**src/rtl/array_uart_receiver_pkg.sv**
```systemverilog
// Shared types and constants for the array UART receiver (and its transmit twin).
package array_uart_pkg;

  // Data bits per UART character, common to both directions of the link.
  localparam int UART_DATA_BITS = 8;

  // Byte-level receive states; RX_PARITY is only visited in 8E1 builds.
  typedef enum logic [2:0] {
    RX_IDLE,
    RX_START,
    RX_DATA,
    RX_PARITY,
    RX_STOP
  } rx_state_t;

  // Whole clock cycles per bit period (truncating division).
  function automatic int clks_per_bit(input int clock_freq, input int baud_rate);
    return clock_freq / baud_rate;
  endfunction

endpackage

```
**src/rtl/array_uart_receiver_rx_byte.sv**
```systemverilog
// Single-character UART receiver: 2-FF synchronizer, start/data/stop FSM.
// Defining UART_RX_PARITY_EN adds an even-parity bit (8E1); otherwise 8N1.
// byte_valid / byte_error are single-cycle strobes in the cycle of the
// deciding sample so the word assembler can register them one cycle later.
module uart_rx_byte
  import array_uart_pkg::*;
#(
  parameter int CLKS_PER_BIT = 434
) (
  input  logic                      clk,
  input  logic                      rst,
  input  logic                      uart_rx,
  output logic [UART_DATA_BITS-1:0] byte_data,
  output logic                      byte_valid,
  output logic                      byte_error,
  output logic                      rx_busy
);

  localparam int CW = $clog2(CLKS_PER_BIT + 1);
  localparam logic [CW-1:0] BIT_LAST  = CW'(CLKS_PER_BIT - 1);
  localparam logic [CW-1:0] HALF_LAST = CW'(CLKS_PER_BIT / 2 - 1);
  localparam logic [2:0]    LAST_BIT  = 3'(UART_DATA_BITS - 1);

  logic                      rx_p0, rx_p1, rx_p2;
  rx_state_t                 state;
  logic [CW-1:0]             clk_cnt;
  logic [2:0]                bit_cnt;
  logic [UART_DATA_BITS-1:0] shift;
  logic                      tick;

  assign tick = (clk_cnt == BIT_LAST);

  // Synchronizer: rx_p1 is the synchronized line, rx_p2 its previous value for edge detection.
  always_ff @(posedge clk) begin
    if (rst) begin
      rx_p0 <= 1'b1;
      rx_p1 <= 1'b1;
      rx_p2 <= 1'b1;
    end else begin
      rx_p0 <= uart_rx;
      rx_p1 <= rx_p0;
      rx_p2 <= rx_p1;
    end
  end

  // Byte FSM: start edge, mid-bit start check, data bits, optional parity, stop.
  always_ff @(posedge clk) begin
    if (rst) begin
      state   <= RX_IDLE;
      clk_cnt <= '0;
      bit_cnt <= '0;
    end else begin
      case (state)
        RX_IDLE: begin
          if (rx_p2 && !rx_p1) begin
            state   <= RX_START;
            clk_cnt <= '0;
            bit_cnt <= '0;
          end
        end
        RX_START: begin
          if (clk_cnt == HALF_LAST) begin
            clk_cnt <= '0;
            state   <= rx_p1 ? RX_IDLE : RX_DATA;
          end else begin
            clk_cnt <= clk_cnt + 1'b1;
          end
        end
        RX_DATA: begin
          if (tick) begin
            clk_cnt <= '0;
            bit_cnt <= bit_cnt + 1'b1;
            if (bit_cnt == LAST_BIT) begin
`ifdef UART_RX_PARITY_EN
              state <= RX_PARITY;
`else
              state <= RX_STOP;
`endif
            end
          end else begin
            clk_cnt <= clk_cnt + 1'b1;
          end
        end
`ifdef UART_RX_PARITY_EN
        RX_PARITY: begin
          if (tick) begin
            clk_cnt <= '0;
            state   <= (^{shift, rx_p1}) ? RX_IDLE : RX_STOP;
          end else begin
            clk_cnt <= clk_cnt + 1'b1;
          end
        end
`endif
        RX_STOP: begin
          if (tick) begin
            clk_cnt <= '0;
            state   <= RX_IDLE;
          end else begin
            clk_cnt <= clk_cnt + 1'b1;
          end
        end
        default: state <= RX_IDLE;
      endcase
    end
  end

  // Data shifter: LSB arrives first, so shift in from the top.
  always_ff @(posedge clk) begin
    if (state == RX_DATA && tick) shift <= {rx_p1, shift[UART_DATA_BITS-1:1]};
  end

  assign byte_data  = shift;
  assign byte_valid = (state == RX_STOP) && tick && rx_p1;
`ifdef UART_RX_PARITY_EN
  assign byte_error = ((state == RX_STOP) && tick && !rx_p1) ||
                      ((state == RX_PARITY) && tick && (^{shift, rx_p1}));
`else
  assign byte_error = (state == RX_STOP) && tick && !rx_p1;
`endif
  assign rx_busy    = (state != RX_IDLE);

endmodule

```
**src/rtl/array_uart_receiver.sv**
```systemverilog
// Multi-byte UART word receiver: assembles NUM_BYTES characters (first byte
// ends up in the top bits) into data_array, with an inter-byte idle timeout.
// Build option UART_RX_PARITY_EN selects 8E1 framing in uart_rx_byte.
module array_uart_receiver
  import array_uart_pkg::*;
#(
  parameter int CLOCK_FREQ   = 50_000_000,
  parameter int BAUD_RATE    = 115200,
  parameter int NUM_BYTES    = 4,
  parameter int TIMEOUT_BITS = 20
) (
  input  logic                                clk,
  input  logic                                rst,
  input  logic                                uart_rx,
  output logic [UART_DATA_BITS*NUM_BYTES-1:0] data_array,
  output logic                                data_valid,
  output logic                                frame_error,
  output logic                                busy
);

  localparam int CLKS_PER_BIT = clks_per_bit(CLOCK_FREQ, BAUD_RATE);
  localparam int WORD_W       = UART_DATA_BITS * NUM_BYTES;
  localparam int BC_W         = $clog2(NUM_BYTES + 1);
  localparam int TO_COUNT     = TIMEOUT_BITS * CLKS_PER_BIT;
  localparam int TO_W         = $clog2(TO_COUNT + 1);

  logic [UART_DATA_BITS-1:0] byte_data;
  logic                      byte_valid, byte_error, rx_busy;
  logic [BC_W-1:0]           byte_cnt;
  logic [TO_W-1:0]           idle_timer;
  logic [WORD_W-1:0]         shadow, word_next;
  logic                      timeout_hit;

  uart_rx_byte #(
    .CLKS_PER_BIT (CLKS_PER_BIT)
  ) u_rx_byte (
    .clk        (clk),
    .rst        (rst),
    .uart_rx    (uart_rx),
    .byte_data  (byte_data),
    .byte_valid (byte_valid),
    .byte_error (byte_error),
    .rx_busy    (rx_busy)
  );

  // Shadow needs no clearing: a full word shifts every stale byte out.
  assign word_next   = WORD_W'({shadow, byte_data});
  assign timeout_hit = (byte_cnt != '0) && !rx_busy &&
                       (idle_timer == TO_W'(TO_COUNT - 1));
  assign busy        = rx_busy || (byte_cnt != '0);

  // Shadow register collects good bytes from the bottom.
  always_ff @(posedge clk) begin
    if (byte_valid) shadow <= word_next;
  end

  // Idle timer runs only between bytes of a partially received word.
  always_ff @(posedge clk) begin
    if (rst || rx_busy || (byte_cnt == '0) || timeout_hit) idle_timer <= '0;
    else                                                   idle_timer <= idle_timer + 1'b1;
  end

  // Word assembly and registered outputs; errors drop the partial word.
  always_ff @(posedge clk) begin
    if (rst) begin
      byte_cnt    <= '0;
      data_array  <= '0;
      data_valid  <= 1'b0;
      frame_error <= 1'b0;
    end else begin
      data_valid  <= 1'b0;
      frame_error <= 1'b0;
      if (byte_error || timeout_hit) begin
        frame_error <= 1'b1;
        byte_cnt    <= '0;
      end else if (byte_valid) begin
        if (byte_cnt == BC_W'(NUM_BYTES - 1)) begin
          data_array <= word_next;
          data_valid <= 1'b1;
          byte_cnt   <= '0;
        end else begin
          byte_cnt <= byte_cnt + 1'b1;
        end
      end
    end
  end

endmodule

```
**config.mk**
```make
export PLATFORM = sky130hd
export DESIGN_NAME = array_uart_receiver
export DESIGN_NICKNAME = d
export VERILOG_FILES = /design/src/rtl/array_uart_receiver_pkg.sv /design/src/rtl/array_uart_receiver_rx_byte.sv /design/src/rtl/array_uart_receiver.sv
export SDC_FILE = /design/constraint.sdc
export NUM_CORES = 1
export LEC_CHECK = 0
export ABC_AREA = 1
export BUFFER_PORTS_ARGS = -buffer_cell sky130_fd_sc_hd__buf_4
export CAP_MARGIN = 20
export CORE_MARGIN = 5
export CORE_UTILIZATION = 55
export CTS_BUF_LIST = sky130_fd_sc_hd__clkbuf_8 sky130_fd_sc_hd__clkbuf_16
export CTS_CLUSTER_DIAMETER = 80
export DETAILED_ROUTE_END_ITERATION = 6
export PLACE_DENSITY = 0.75
export SYNTH_ARGS = -nofsm -noshare
export SYNTH_HDL_FRONTEND = slang
export SYNTH_SLANG_ARGS = --single-unit
```
**constraint.sdc**
```tcl
create_clock -name clk -period 2.2 [get_ports clk]
set_input_delay 0.11 -clock clk [delete_from_list [all_inputs] [get_ports clk]]
set_output_delay 0.11 -clock clk [all_outputs]
set_load 0.02 [all_outputs]
```
; Word level (Yosys, flattened, before mapping)
; Cells that the tools add are included.
[classes]
mux = 17
n_reduce_logical = 27
eq_ne = 13
n_bitwise = 2
n_addsub = 4
[ops]
columns = operator, n
row1 = 9-bit two-way mux, 3
row2 = 9-bit case mux with 3 select lines, 1
row3 = 3-bit two-way mux, 8
row4 = 14-bit by 1-bit adder with 14-bit output (second input constant), 1
row5 = 14-bit equality test (second input constant), 1
row6 = 3-bit case mux with 4 select lines, 1
row7 = 2-bit by 1-bit != test with 1-bit output (second input constant), 5
row8 = 9-bit by 1-bit adder with 9-bit output (second input constant), 1
row9 = 9-bit by 8-bit equality test with 1-bit output (second input constant), 1
row10 = 9-bit equality test (second input constant), 1
row11 = 3-bit nonzero test, 3
row12 = 1-bit logical AND, 7
row13 = 3-bit by 1-bit adder with 3-bit output (second input constant), 2
row14 = 3-bit by 2-bit equality test with 1-bit output (second input constant), 2
row15 = 3-bit equality test (second input constant), 2
row16 = 3-bit logical NOT, 2
row17 = 3-bit case mux with 2 select lines, 1
row18 = 3-bit AND reduction, 2
row19 = 1-bit logical OR, 5
row20 = 5-bit AND reduction, 1
row21 = 2-bit OR reduction, 2
row22 = 3-bit by 1-bit equality test with 1-bit output (second input constant), 1
row23 = 3-bit OR reduction, 1
row24 = 1-bit logical NOT, 2
row25 = 5 further kinds, 7
[word_totals]
inputBits = 3
word_cells = 76
ff_bits = 101
out_inout_bits = 35

; Depth between registers and ports, before layout
; Gate-level depths: netlist of run 1.
[logic_depth]
word_depth = 7
depth_mapped = 10
mapped_depth_nobuf = 10

; By module
; Synthesis of run 1 repeated with hierarchy kept, for this count alone.
[hier_totals]
cells_unflattened = 611
area_unflattened_um2 = 4795.8
[by_module_without_submodules]
columns = module, n_inst, cells_per_inst, area_each_um2, seq_area_each_um2
row1 = array_uart_receiver, 1, 421, 3372.0, 1741.7
row2 = uart_rx_byte, 1, 190, 1423.9, 600.6

; Worst setup path before layout of run 1
; Ideal clock, no wire load.
[synth_path]
path_type = flip-flop to flip-flop
startpoint = register u_rx_byte.clk_cnt[1]
endpoint = register shadow[0], enable pin
setup_slack_ps = 505
t_arrival_ps = 1323
path_buffers = 1
setup_ps = 372
path_stages_with_launch = 8
period_less_slack_ps = 1695
t_required_ps = 1828
cell_sequence = dfxtp_1 inv_1 ha_1 nand2_1 nor2_1 nand2_1 nor3_2 buf_2
[synth_between]
elab_chain_len = 3
[synth_rtl]
columns = item, line
row1 = from (decl), array_uart_receiver_rx_byte.sv:26  ; logic [CW-1:0] clk_cnt;
row2 = from (signal assigned), array_uart_receiver_rx_byte.sv:66  ; clk_cnt <= clk_cnt + 1'b1;
row3 = from (signal assigned), array_uart_receiver_rx_byte.sv:81  ; clk_cnt <= clk_cnt + 1'b1;
row4 = from (signal assigned), array_uart_receiver_rx_byte.sv:99  ; clk_cnt <= clk_cnt + 1'b1;
row5 = 9-bit equality test, array_uart_receiver_rx_byte.sv:31  ; assign tick = (clk_cnt == BIT_LAST);
row6 = 1-bit logical AND (2 in a row), array_uart_receiver_rx_byte.sv:113  ; assign byte_valid = (state == RX_STOP) && tick && rx_p1;
row7 = to (signal assigned), array_uart_receiver.sv:54  ; if (byte_valid) shadow <= word_next;
row8 = to (decl), array_uart_receiver.sv:31  ; logic [WORD_W-1:0] shadow, word_next;
; No other way between the ends.
; A chain may end at the register's enable or synchronous reset.

; Worst setup path after layout of run 1
[layout_path]
startpoint = register u_rx_byte.clk_cnt[1]
endpoint = register data_array[2]
[layout_between]
elab_chain_len = 6
word_cells_on_any_way = 7
cone_classes = eq/ne (1) / bitwise (1) / reduce/logical (5)
[layout_rtl]
columns = item, line
row1 = 9-bit equality test (*), array_uart_receiver_rx_byte.sv:31
row2 = 1-bit logical AND (*), "array_uart_receiver_rx_byte.sv:113, array_uart_receiver_rx_byte.sv:118"
row3 = 1-bit logical AND, array_uart_receiver_rx_byte.sv:118  ; assign byte_error = (state == RX_STOP) && tick && !rx_p1;
row4 = 1-bit logical OR, array_uart_receiver.sv:73  ; if (byte_error || timeout_hit) begin
row5 = 1-bit NOT (no line), --
row6 = 3-bit AND reduction (no line) (*), --
row7 = to (signal assigned), array_uart_receiver.sv:78  ; data_array <= word_next;
row8 = to (decl), array_uart_receiver.sv:15  ; output logic [UART_DATA_BITS*NUM_BYTES-1:0] data_array,
; Mark *: on every way between the ends. The rest lies on a longest branch, timed or not.

==> results of run 1 <==
power groups by stage:
stage               clock network [mW]  logic, mW  registers (mW)
floorplan                            0      0.273            2.00
global placement                     0      0.347            2.00
detailed placement                   0      0.351            2.01
CTS                               1.28      0.354            1.96
global route                      1.36      0.410            1.97
finish                            1.25      0.354            1.96
flip-flops by register name, indices dropped and copies added (netlist names):
signal               flops
byte_cnt                 3
data_array              32
data_valid               1
frame_error              1
idle_timer              14
shadow                  24
u_rx_byte.bit_cnt        3
u_rx_byte.byte_data      8
u_rx_byte.clk_cnt        9
u_rx_byte.rx_p0          1
u_rx_byte.rx_p1          1
u_rx_byte.rx_p2          1
u_rx_byte.state          3
through the flow:
stage / area, µm² / cells
after floorplan: 4225 / 457
after global placement: 4573 / 583
after detailed placement: 4573 / 583
after CTS: 4802 / 600
after global routing: 4802 / 600
final: 4802 / 600
cell families after synthesis:
kind of cell / after synthesis / share of synthesized area
AND/OR/NAND/NOR: 229 / 0.2576
flip-flops: 101 / 0.5543
AO/OA/AOI/OAI: 56 / 0.08617
buffers and inverters: 55 / 0.06159
XOR/XNOR: 8 / 0.01658
adder cells (fa/ha/maj): 8 / 0.02369
per-layer routing:
layer  GRT usage  vias up  share of wire
met5           0        -              0
met4     0.07029        0          0.021
met3     0.03159       21          0.038
met2      0.2530       74           0.46
met1      0.2301     1426           0.49
li1            -     1577              -
layout make-up:
type | instances | area [µm²]
inverters | 37 | 138.9
clock buffers | 9 | 123.9
fillers | 658 | 2805
well taps | 102 | 127.6
flip-flops and latches | 101 | 2342
clock inverters | 7 | 95.09
repair buffers | 43 | 337.8
multi-input cells | 301 | 1637
cell usage in the layout, fill, tap and decap left out, drive strengths merged:
cell and count:
dfxtp 69, clkinv 4, nor3 9, o21bai 1, nand3 55, nand3b 1, nand4 5, nor2 49
a31oi 1, ha 8, xnor2 2, edfxtp 32, clkbuf 9, or2 4, a21oi 43, dlygate4sd3 1
xor2 6, nor3b 1, nand2 105, o21ai 9, o21a 1, a22oi 1, inv 39, buf 42
bufinv 1
worst register-to-register path, stage by stage, from the launching register on:
cell	delay [ps]
dfxtp_1	350
inv_1	80
ha_1	160
nand2_1	50
nor2_1	80
nand2_1	110
nor3_4	180
buf_12	310
nand3_1	140
a21oi_1	170
timing repair:
action / 4_1_cts / 5_1_grt
hold endpoints to repair: 1 / 0
resized for setup: 0 / 0
hold buffers: 1 / 0
setup endpoints to repair: 0 / 0
path summary, 6_finish.rpt:
path,from,to,slack (ps),depth (start not counted)
hold reg to reg,u_rx_byte.rx_p0,u_rx_byte.rx_p1,410,1
setup / recovery,u_rx_byte.clk_cnt[1],data_array[2],510,9
hold / removal,rst,u_rx_byte.state[1],200,2
setup reg to reg,u_rx_byte.clk_cnt[1],data_array[2],510,9
==> run metrics, run 1 <==
layout cells sized above 1 0.2189; WP data required 2490 ps; CP endpoint kind register; Row Count 32; Internal 2.602 mW; Setup CP Type register to register; WP data arrival 1980 ps; synth warn 0; PortBufs 37; CTS Sinks 101; Area contributors post-synth dfxtp_1 (33%), edfxtp_1 (23%), nand2_1 (9.2%); GRT Util Overall 0.1657; ANT cells 0; crit path time final roughly 1700 ps; # DRC 0; Design Power 3.570 mW; clock root cell clkbuf_8; Setup crit start kind register; via count of the routed design 3098; post-DR wirelength/cell 12.52 µm; clock slew at the register clock pins of the worst setup and hold paths 100 ps; Placer Congestion 0.8682; most common cell in the netlist nand2_1; sequential area share after synthesis 0.5543; worst hold slack 204.1 ps; Avg Vias per Cell 5.163; clock share of power 0.351; Syn Inst Count between 400 and 500; Buf/Inv on CP 2; drt pass-1 iters 6; Synth Cell Area 4225 µm²; Starting Density 0.5554; DP HPWL approximately 5100 µm; CP Cell Sequence inv_1 -> ha_1 -> nand2_1 -> nor2_1 -> nand2_1 -> nor3_4 -> buf_12 -> nand3_1 -> a21oi_1; asr flop ratio synth 0; IR drop worst, VDD 0.4440 mV; Synth top cells by count nand2_1 (104), dfxtp_1 (69), nor2_1 (47), inv_1 (36), nand3_1 (35); total negative slack 0 ps; NumNets Final 504; largest area contributor in the netlist dfxtp_1; # Max-Cap Violations 0; initial antenna violation count 0; latest clock arrival within the worst-skew pair 370 ps; run status complete, no violations; Psw 0.9688 mW; Final Hold Viols 0; final worst slack 510.1 ps; CP peak stage delay about 350 ps; Worst-Margin Slew 562.2 ps; Util after Layout 0.6313; distinct cell type count after synthesis 32; area share of the largest cell type after synthesis 0.3269; sequential share of power 0.550; Initial DRC Count 141; CTS tree built; total grt overflow 0; full die area 9536 µm²; fin crit share 0.7681; Syn Nets 468; ANT nets after route 0; Static Leak 1.770 nW; Worst Hold Class input port to register; pins over their slew limit 0; Max Root-Sink Buffers 2; chip height between 90 and 100 µm; EDFF count, synth 32; Primary FF master, synth dfxtp_1; RSZ-0062 raised after global routing false; P per Cell Area 743.5 nW/µm²; Top delay family on crit path simple AND/OR/NAND/NOR gates; Ports 38; total CTS buffers 9; CP dominant cell by count nand2_1; Sw Ratio 0.2713; worst rel slew slack 0.6252; first-pass GRT wire length 13000 µm; Seq cells post-synth 101; Combinational Power Share 0.099; Core Footprint 7607 µm²; chip width approximately 98 µm; average size of a mapped cell 9.246 µm²; DP Worst Slack 512.0 ps; critical path's slowest cell dfxtp_1; area delta synth->final 13.65%; vias in the first global route ~2.8k; CP Max Fanout 61; clk_skew 18.05 ps; H-tree levels 3; largest net degree at the start of global routing 62; endpoints failing setup 0; DRT Wirelength between 7000 and 8000 µm; fmax 591.7 MHz; setup bufs post-CTS 0
(Power assumes the default switching activity.)
==> run 2, diff against run 1 <==
CORE_UTILIZATION = 53   (was 55)
clock period = 1.4 ns   (was 2.2 ns; I/O delays follow)
==> run 2 against run 1 <==
Against the previous run: the flow now finishes with violations (negative setup slack); sequential power rose by 58%; critical path depth down 1; clock-buffer cell count rose by 1; cell count increased by 9.5%; wire length rose by 47%; setup slack lost 720 ps; first-iteration DRC count up 26%; hold slack improved by 220 ps; maximum frequency grew 5.3%; sequential share of layout area fell by 8.3 points; combinational power rose to 3.1 times the previous value; utilization is 12 points higher.
==> run metrics, run 2 (synthesized netlist as in run 1, its figures left out) <==
ANT cells 0 (unchanged); WP data arrival 1700 ps (-280 ps); largest registers data_array x32, shadow x24, idle_timer x14; most common cell after layout, fill and taps aside nand2_1; ANT nets after route 0 (unchanged); Combinational Power Share 0.176 (+0.077); Avg Vias per Cell 5.397 (+4.5%); clock share of power 0.316 (-0.035); chip height 99.29 µm (+1.7%); Ports 38 (unchanged); vias in the first global route 3254 (+16%); CP endpoint kind register; IR drop worst, VDD 0.8166 mV (+84%); Internal 4.379 mW (+68%); crit path time final 1605 ps (-84.99 ps); max FFs per register 32 (unchanged); Row Count 32 (unchanged); Design Power 6.116 mW (+71%); total CTS buffers 9 (unchanged); Worst Hold Class input port to register; Psw 1.737 mW (+79%); min-delay src uart_rx; fin crit share 1.146 (+0.3782); GRT Util Overall 0.1865 (+0.02081); Static Leak 2.162 nW (+22%); Setup crit start kind register; largest net degree at the start of global routing 34 (-45%); final worst slack -204.9 ps (-715.0 ps); Placer Congestion 0.8849 (+1.9%); full die area 9858 µm² (+3.4%); CP Max Fanout 9 (-85%); area delta synth->final 38.11%; drt pass-1 iters 4 (-2); Cell Count, Final, Fillers Out 657 (+9.5%); P per Cell Area 1048 nW/µm² (+41%); RR Startpoint u_rx_byte.clk_cnt[1]; H-tree levels 3 (unchanged); Max Root-Sink Buffers 2 (unchanged); Core Footprint 7727 µm² (+1.6%); DP Worst Slack -164.7 ps (-676.7 ps); worst hold slack 424.5 ps (+220.3 ps); WP data required 1500 ps (-990 ps); reg-to-reg critical path endpoint shadow[3]; FF-to-FF path depth 8 (-1); NumNets Final 561 (+11%); Hold Path Stages 3 (+1); RSZ-0062 raised after global routing true; Hold Crit Endpoint u_rx_byte.rx_p0; Worst-Margin Slew 405.8 ps (-156.3 ps); PortBufs 37 (unchanged); pins over their slew limit 0 (unchanged); clk_skew 12.25 ps (-5.801 ps); # DRC 0 (unchanged); post-DR wirelength/cell 16.85 µm (+35%); CP dominant cell by count nand2_2; clock root cell clkbuf_8; DP HPWL 6020 µm (+17%); run status finished, violations left; clock slew at the register clock pins of the worst setup and hold paths 100 ps (about the same); Setup CP Type register to register; latest clock arrival within the worst-skew pair 380 ps (about the same); register-to-register setup slack -200 ps (-720 ps); # Max-Cap Violations 0 (unchanged); commonest cells after routing, fill and taps aside nand2_1 (85), buf_4 (74), dfxtp_1 (59); total grt overflow 0 (unchanged); worst rel slew slack 0.7294 (+0.1042); endpoints failing setup 88 (+88); via count of the routed design 3546 (+14%); CP peak stage delay 330 ps (-20 ps); layout cells sized above 1 0.4523 (+0.2334); initial antenna violation count 0 (unchanged); Initial DRC Count 177 (+26%); Sw Ratio 0.2840 (+0.01267); Util after Layout 0.7552 (+0.1239); critical path's slowest cell dfxtp_2; Final Hold Viols 0 (unchanged); first-pass GRT wire length 15010 µm (+15%); chip width 99.29 µm (+1.7%); CP Cell Sequence inv_2 -> ha_4 -> nand2_2 -> nor2_2 -> nand2_2 -> nor3_4 -> buf_6 -> clkbuf_16; Starting Density 0.5468 (-0.008634); CTS tree built; DRT Wirelength 11070 µm (+47%); sequential share of power 0.507 (-0.043); violated checks negative setup slack; Top reg by flops data_array; fmax 623.1 MHz (+5.3%); CTS Sinks 101 (unchanged); cell count after placement 624 (+7.0%)
[run 2: changes by cell type in the layout (fill, tap and decap cells not counted), sizes merged]
cell	before	now
buf	42	93
clkbuf	9	15
clkinvlp	0	1
inv	39	38
dlygate4sd3	1	2
clkinv	4	3
[run 2: layout make-up]
type,instances,area [µm²]
clock buffers,10,137.6
clock inverters,6,67.56
fillers,484,1892
inverters,37,156.4
multi-input cells,301,2006
flip-flops and latches,101,2362
well taps,102,127.6
repair buffers,100,978.4
[run 2: power groups by stage]
stage	combinational, mW	clock, mW	sequential (mW)
after floorplan	0.436	0	3.15
after global placement	0.723	0	3.15
after detailed placement	0.737	0	3.16
after CTS	0.854	1.95	3.09
after global routing	1.16	2.08	3.11
final	1.08	1.93	3.10
[run 2: critical path: cells and delay by family, from the launching register on]
kind          cells  cell delay (ps)
simple gates      4              430
flops             1              330
buf+inv           3              430
fa+ha+maj         1              130
[run 2: through the flow]
stage,setup TNS (ps),area [µm²]
after global placement,-6063,4933
after floorplan,-940.8,4249
after global routing,-19380,5836
after CTS,-6832,5318
after detailed placement,-8296,4933
final,-11590,5836
[run 2: per-layer routing]
| layer | track usage | part of all wire | vias up |
|---|---|---|---|
| li1 | - | - | 1701 |
| met1 | 0.2394 | 0.41 | 1705 |
| met4 | 0.04622 | 0.020 | 0 |
| met5 | 0 | 0 | - |
| met3 | 0.04909 | 0.055 | 23 |
| met2 | 0.3146 | 0.52 | 117 |
[run 2: worst max-delay path by stage]
stage	end	slack, ps	cells after the start	from
2_1_floorplan	shadow[0]	-40	7	u_rx_byte.clk_cnt[1]
3_3_place_gp	shadow[16]	-150	6	u_rx_byte.clk_cnt[0]
3_5_place_dp	shadow[14]	-160	6	u_rx_byte.clk_cnt[0]
4_1_cts	shadow[0]	-130	8	u_rx_byte.clk_cnt[1]
5_1_grt	data_array[0]	-320	10	u_rx_byte.clk_cnt[1]
6_report	shadow[3]	-200	8	u_rx_byte.clk_cnt[1]
[run 2: repair_timing]
action                                  CTS  global route
cloned                                    1             6
hold buffers                              2             0
hold endpoints to repair                  6             0
endpoints found under the setup margin   91            97
gates resized for setup                  35            96
buffers inserted                          3             7
pin swaps                                 6            21
